### config.mk
export PLATFORM = sky130hd
export DESIGN_NAME = clk_div_ctrl
export DESIGN_NICKNAME = d
export VERILOG_FILES = /design/src/rtl/clk_div_pkg.sv /design/src/rtl/clk_div_core.sv /design/src/rtl/clk_div_ctrl.sv
export SDC_FILE = /design/constraint.sdc
export NUM_CORES = 1
export LEC_CHECK = 0
export CAP_MARGIN = 20
export CORE_ASPECT_RATIO = 1.5
export CORE_MARGIN = 2
export CORE_UTILIZATION = 45
export CTS_BUF_LIST = sky130_fd_sc_hd__clkbuf_4 sky130_fd_sc_hd__clkbuf_8
export DETAILED_ROUTE_END_ITERATION = 16
export DONT_BUFFER_PORTS = 1
export SETUP_SLACK_MARGIN = 0.5
export SYNTH_ARGS = -nofsm -noshare
export SYNTH_HDL_FRONTEND = slang
export SYNTH_HIERARCHICAL = 1
export SYNTH_SLANG_ARGS = --single-unit
### constraint.sdc
create_clock -name clk -period 5.11 [get_ports clk]
set_input_delay 1.022 -clock clk [delete_from_list [all_inputs] [get_ports clk]]
set_output_delay 1.022 -clock clk [all_outputs]
set_load 0.05 [all_outputs]
### src/rtl/clk_div_pkg.sv
// Shared types and constants for the clock-divider controller.
package clk_div_pkg;

  localparam int unsigned DefaultW = 8;

  typedef enum logic [1:0] {
    StIdle = 2'd0,
    StRun  = 2'd1,
    StPend = 2'd2
  } state_e;

endpackage

### src/rtl/clk_div_core.sv
// W-bit loadable down-counter that saturates at zero and flags it.
module clk_div_core #(
  parameter int unsigned W = 8
) (
  input  logic         clk,
  input  logic         rst,
  input  logic         en,
  input  logic         load,
  input  logic [W-1:0] load_val,
  output logic         zero
);

  logic [W-1:0] cnt_q, cnt_d;

  always_comb begin
    cnt_d = cnt_q;
    if (load) begin
      cnt_d = load_val;
    end else if (en && (cnt_q != '0)) begin
      cnt_d = cnt_q - W'(1);
    end
  end

  always_ff @(posedge clk) begin
    if (rst) begin
      cnt_q <= '0;
    end else begin
      cnt_q <= cnt_d;
    end
  end

  assign zero = (cnt_q == '0);

endmodule

### src/rtl/clk_div_ctrl.sv
// Programmable 50% clock divider with a valid/ready ratio handshake.
// New ratios are deferred to the next period boundary so no phase is cut short.
module clk_div_ctrl
  import clk_div_pkg::*;
#(
  parameter int unsigned W = DefaultW
) (
  input  logic         clk,
  input  logic         rst,
  input  logic         cfg_valid,
  input  logic [W-1:0] cfg_div,
  output logic         cfg_ready,
  output logic         out,
  output logic         tick,
  output logic         active
);

  state_e       state_q, state_d;
  logic         out_q, out_d;
  logic         tick_q, tick_d;
  logic [W-1:0] div_q, div_d;
  logic [W-1:0] pend_q, pend_d;
  logic         cnt_load;
  logic [W-1:0] cnt_load_val;
  logic         cnt_zero;
  logic         xfer;

  clk_div_core #(
    .W (W)
  ) u_core (
    .clk      (clk),
    .rst      (rst),
    .en       (state_q != StIdle),
    .load     (cnt_load),
    .load_val (cnt_load_val),
    .zero     (cnt_zero)
  );

  assign cfg_ready = (state_q != StPend);
  assign xfer      = cfg_valid && cfg_ready;

  always_comb begin
    state_d      = state_q;
    out_d        = out_q;
    tick_d       = 1'b0;
    div_d        = div_q;
    pend_d       = pend_q;
    cnt_load     = 1'b0;
    cnt_load_val = '0;

    unique case (state_q)
      StIdle: begin
        if (xfer && (cfg_div != '0)) begin
          div_d        = cfg_div;
          cnt_load     = 1'b1;
          cnt_load_val = cfg_div - W'(1);
          state_d      = StRun;
        end
      end

      StRun: begin
        if (cnt_zero) begin
          out_d        = !out_q;
          tick_d       = !out_q;
          cnt_load     = 1'b1;
          cnt_load_val = div_q - W'(1);
        end
        if (xfer) begin
          pend_d  = cfg_div;
          state_d = StPend;
        end
      end

      StPend: begin
        if (cnt_zero) begin
          if (out_q) begin
            // High phase ends on the old ratio; pending value waits for the boundary.
            out_d        = 1'b0;
            cnt_load     = 1'b1;
            cnt_load_val = div_q - W'(1);
          end else if (pend_q != '0) begin
            div_d        = pend_q;
            cnt_load     = 1'b1;
            cnt_load_val = pend_q - W'(1);
            out_d        = 1'b1;
            tick_d       = 1'b1;
            state_d      = StRun;
          end else begin
            state_d = StIdle;
          end
        end
      end

      default: state_d = StIdle;
    endcase
  end

  always_ff @(posedge clk) begin
    if (rst) begin
      state_q <= StIdle;
      out_q   <= 1'b0;
      tick_q  <= 1'b0;
      div_q   <= '0;
      pend_q  <= '0;
    end else begin
      state_q <= state_d;
      out_q   <= out_d;
      tick_q  <= tick_d;
      div_q   <= div_d;
      pend_q  <= pend_d;
    end
  end

  assign out    = out_q;
  assign tick   = tick_q;
  assign active = (state_q != StIdle);

endmodule
* Yosys cells after proc, flatten, opt, wreduce, memory -nomap -nowiden
Index checks and enable logic that the tools add are counted.
** Word-level totals
- Register bits :: 28
- Input port bits :: 11
- Word-level logic and storage cells :: 68
** Operators by class
- Add/sub/neg operators :: 4
- Equal/unequal tests :: 9
- Muxes and demuxes :: 32
- Reduce and logical (&&, ||, !) cells :: 17
** Operators with widths (number)
- $mux 8 :: 11
- $sub 8x1->8 const B :: 4
- $pmux 8 s3 :: 1
- $reduce_bool 8->1 :: 3
- $pmux 8 s2 :: 1
- $ne 2x2->1 const B :: 7
- $mux 1 :: 11
- $logic_not 8->1 :: 1
- $mux 2 :: 4
- $reduce_bool 2->1 :: 4
- $pmux 2 s3 :: 1
- $reduce_and 5->1 :: 1
- $pmux 1 s2 :: 2
- $reduce_and 4->1 :: 1
- $logic_and 1x1->1 :: 3
- $pmux 1 s3 :: 1
- $reduce_and 3->1 :: 1
- $eq 2x1->1 const B :: 1
- $eq 2x2->1 const B :: 1
- $logic_not 2->1 :: 1
- $reduce_and 2->1 :: 1
- $logic_not 1->1 :: 1

* Longest topological paths before layout
- Word-level depth :: 6
- Depth in mapped cells :: 11
- Gate-level depth less buffers :: 11

* By module
Netlist, hierarchy kept.
** Modules (own cells, without submodules)
- clk_div_ctrl :: instances 1, cells an instance 208, area an instance 1656.6 um^2, seq. area each 400.4 um^2
- clk_div_core :: instances 1, cells an instance 59, area an instance 515.5 um^2, seq. area each 160.2 um^2

* Worst setup path before layout
OpenSTA, ideal clock, no wires.
- Path kind :: register to register
- Start :: register u_core.cnt_q[2]
- End :: register div_q[0]
- Arrival time :: 2.628 ns
- Data required time :: 5.015 ns
- Setup slack :: 2.387 ns
- Cell stages (with the launch flop) :: 7
- Path buffers :: 0
- Clock period less this slack :: 2.723 ns
- Path through :: dfxtp_1 > or4_4 > nor4_1 > nand2b_1 > a221o_1 > a221o_1 > a221oi_1
** Between the ends
- Cells in the longest elaborated chain, start to end :: 3
** Ends and longest elaborated chain
- from (decl) :: RTL line clk_div_core.sv:13 : logic [W-1:0] cnt_q, cnt_d;
- from (signal assigned) :: RTL line clk_div_core.sv:28 : cnt_q <= cnt_d;
- $logic_not 8->1 :: RTL line clk_div_core.sv:32 : assign zero = (cnt_q == '0);
- net cnt_zero :: RTL line clk_div_ctrl.sv:25 : logic cnt_zero;
- $ne 2x2->1 (no source line)
- $reduce_and 5->1 (no source line)
- to (signal assigned) :: RTL line clk_div_ctrl.sv:109 : div_q <= div_d;
- to (decl) :: RTL line clk_div_ctrl.sv:21 : logic [W-1:0] div_q, div_d;
The timed path passes the listed nets, and every way through them passes these cells.
A chain may end at the register's enable or synchronous reset.

* Worst setup path in the final report
- Start :: register u_core.cnt_q[2]
- End :: register u_core.cnt_q[1]
** Between the ends
- Cells in the longest elaborated chain, start to end :: 4
- Elaborated cells between the ends (all ways) :: 11
- Classes of those cells :: mux (7); reduce/logical (4)
** Ends and longest elaborated chain
- $logic_not 8->1 * :: RTL line clk_div_core.sv:32
- net cnt_zero :: RTL line clk_div_ctrl.sv:25
- $mux 1 (on tied branches) :: RTL line clk_div_ctrl.sv:75, clk_div_ctrl.sv:62
- $pmux 1 s3 * :: RTL line clk_div_ctrl.sv:51 : unique case (state_q)
- net cnt_load :: RTL line clk_div_ctrl.sv:23 : logic cnt_load;
- $mux 8 or $reduce_bool 2->1 (tied branches)
Mark *: on every way through the listed nets, which the timed path passes. The rest lies on a longest branch.

==> qor.yml <==
global_routing:
  grt_remaining_overflow: 0
  grt_max_degree: 33
  grtUsageTotal_pct: 23.4
  grt_pass1_vias: 1946
  grt_pass1_wl_um: 9480
  grt_antenna_before_repair: 0
setup_path:
  crit_path_max_fanout: 11
  required_ns: 5.28
  r2r_start: "u_core/cnt_q[2]$_SDFFE_PP0P_"
  regToRegSetupSlack_ns: 1.68
  slowest_stage: "nor4_1"
  reg2reg_depth: 7
  endpoint: "u_core/cnt_q[1]$_SDFFE_PP0P_"
  cpPeakStageDelay_ns: 0.75
  worstSetupPathType: "reg2reg"
  crit_path_cell_trace: "or4_4 -> nor4_1 -> o21ai_0 -> a21oi_1 -> clkinv_1 -> nand4b_1 -> o211ai_1"
  cp.arrival_ns: 3.60
  worstSetupEndpointType: "flip-flop"
  critPathLaunch: "u_core/cnt_q[2]$_SDFFE_PP0P_"
  critPathLaunchType: "flip-flop"
  r2r_end: "u_core/cnt_q[1]$_SDFFE_PP0P_"
final_layout:
  areaGrowthSynthToFinish_pct: 3.46
  drive_gt1_share_pct: 5.81
  stdcell_count: 324
  antennaDiodeCount: 0
  final_nets: 281
power_and_ir_drop:
  power.leakage_nw: 0.837
  power_density_nw_per_um2: 616
  irDropWorstVdd_mv: 0.283
cts:
  clk_pin_slew_ns: 0.09
  h-tree-depth: 1
  cts_buffers: 3
  cts_tree: "yes"
  root_buffer: "clkbuf_8"
  clock-sinks: 28
  ctsHoldBuffers: 0
  post_cts_buffers: 0
  clk_latency_ns: 0.28
  cts_resized: 0
  clk_path_buf_depth: 2
sta:
  final_max_slew_viol_count: 0
  rsz0062_at_grt: "false"
  finClkSkew_ns: 0.00462
  setup_ws_ns: 1.68
  max_freq_mhz: 292
  slew_headroom_pct: 35.1
  setup_viol_count_final: 0
  tightest_slew_ns: 0.965
  min_period_over_period_pct: 67.1
  tns_ns: 0
  final_hold_viol_count: 0
  fin_crit_ns: 3.43
placed_design:
  place_hpwl_um: 4430
  pre_cts_slack_ns: 1.70
  gp_congestion: 0.950
  port_buffers: 0
  dpl.cell_count: 321
floorplanning:
  ios: 15
  die_y_um: 89.1
  fp-row-count: 31
  die_w_um: 60.7
  core_area_um2: 4730
  start_util_pct: 45.9
  die_area_um2: 5410
synthesis:
  syn_inst: 267
  synth.distinct_cells: 56
  ys_seq_area_share_pct: 25.8
  syn_area_um2: 2170
  async_flop_share_pct: 0
  synth_nets: 288
  ys.flop_type: "dfxtp_1"
  ys_seq_elements: 28
  ys_warn_count: 6
  synth-edff-count: 0
  postSynthAreaPerCell_um2: 8.14
drt:
  totalWireLength_um: 5780
  drt_iter0_markers: 99
  vias: 2015
  vias_per_cell: 6.22
  firstDrtPassIters: 4
  avgRoutedWirePerCell_um: 17.8
  drcViolationCount: 0
  final_antenna_net_count: 0
min_path:
  hold_class: "reg2reg"
  min-delay-start: "div_q[5]$_SDFFE_PP0P_"
status:
  status: "complete, no violations"
flow_run:
  drv_cap: 0
==> critical path, delay by kind of cell (launching register included) <==
kind / cells / cell delay (ns)
AOI/OAI and AO/OA: 3 / 0.95
buffers and inverters: 1 / 0.44
DFF: 1 / 0.36
and+or+nand+nor: 3 / 1.55
==> synth_stat cells, types with 3 or more instances <==
cell / instances / share of area [%]
a211o_1: 3 / 1.2
a21o_1: 3 / 1.0
a21oi_1: 21 / 4.8
a221o_1: 3 / 1.4
a221oi_1: 8 / 3.2
a2bb2oi_1: 3 / 1.2
clkbuf_1: 8 / 1.4
dfxtp_1: 28 / 26
ha_1: 10 / 5.8
inv_1: 22 / 3.8
mux2i_1: 10 / 4.6
nand2_1: 5 / 0.86
nand2b_1: 6 / 1.7
nor2_1: 29 / 5.0
nor3_1: 6 / 1.4
nor3b_1: 8 / 2.8
o21ai_0: 12 / 2.8
o2bb2ai_1: 6 / 2.4
o32ai_1: 3 / 1.2
or3_1: 3 / 0.86
or3b_2: 3 / 1.2
or4_1: 4 / 1.4
xnor2_1: 10 / 4.0
xor2_1: 4 / 1.6
==> flip-flops by register name (all words and copies together), names as in the netlist <==
signal and count:
div_q 8, pend_q 8, u_core/cnt_q 8, state_q 2, out 1, tick 1
==> report_power, final <==
part | leakage [nW] | total, mW | internal [mW] | switching, mW
clock | 0.0216 | 0.123 | 0.0532 | 0.0697
combinational | 0.586 | 0.863 | 0.364 | 0.499
sequential | 0.230 | 0.397 | 0.296 | 0.101
==> final cells by class <==
class / instances / area (um^2)
fill: 484 / 2480
multi-input combinational: 203 / 1470
sequential: 28 / 561
inverter: 24 / 90.1
tap: 66 / 82.6
clock buffer: 3 / 41.3
==> per-stage QoR <==
step / hold slack (ns) / cell area (um^2) / utilization (%) / total power, mW
3_3_place_gp: 0.486 / 2210 / 46.6 / 1.26
5_1_grt: 0.514 / 2250 / 47.5 / 1.49
4_1_cts: 0.498 / 2250 / 47.5 / 1.38
6_report: 0.499 / 2250 / 47.5 / 1.38
3_5_place_dp: 0.484 / 2210 / 46.6 / 1.26
2_1_floorplan: 0.472 / 2170 / - / 1.08
==> cell usage in the layout, fill, tap and decap left out, types with 3 or more instances in the layout <==
master	Yosys	final
a21o_1	3	3
mux2i_1	10	10
xor2_1	4	4
or3b_2	3	3
o21ai_0	12	12
nor3b_1	8	8
a211o_1	3	3
nand2_1	5	5
dfxtp_1	28	28
ha_1	10	10
nand2b_1	6	6
a221o_1	3	3
xnor2_1	10	10
o32ai_1	3	3
clkbuf_8	0	3
o2bb2ai_1	6	6
or4_1	4	4
inv_1	22	22
or3_1	3	3
nor2_1	29	29
nor3_1	6	6
a2bb2oi_1	3	3
a221oi_1	8	8
a21oi_1	21	21
==> kinds of logic (layout without fill, tap and decap cells) <==
kind of cell | Yosys count | in the layout | share of synthesized area, %
simple gates | 86 | 86 | 23.3
compound gates | 83 | 83 | 28.5
buf+inv | 36 | 27 | 6.39
flops | 28 | 28 | 25.8
xor+xnor | 14 | 14 | 5.64
fa+ha+maj | 10 | 10 | 5.76
mux | 10 | 10 | 4.61
==> worst min-delay path by stage <==
stage               cells past startpoint  slack [ns]                     to
global placement                        2        0.49  div_q[5]$_SDFFE_PP0P_
global route                            2        0.51  div_q[5]$_SDFFE_PP0P_
floorplan                               2        0.47  div_q[5]$_SDFFE_PP0P_
finish                                  2        0.50  div_q[5]$_SDFFE_PP0P_
detailed placement                      2        0.48  div_q[5]$_SDFFE_PP0P_
CTS                                     2        0.50  div_q[5]$_SDFFE_PP0P_
==> layer usage <==
layer	share of wire [%]	vias up	wire length, um	track usage, %
li1	-	975	-	-
met2	50	52	2870	38.9
met1	40	969	2290	27.6
met4	6.5	0	374	15.6
met5	0	-	0	0
met3	4.2	19	241	2.89
No activity file was read; power rests on OpenSTA's default activity.
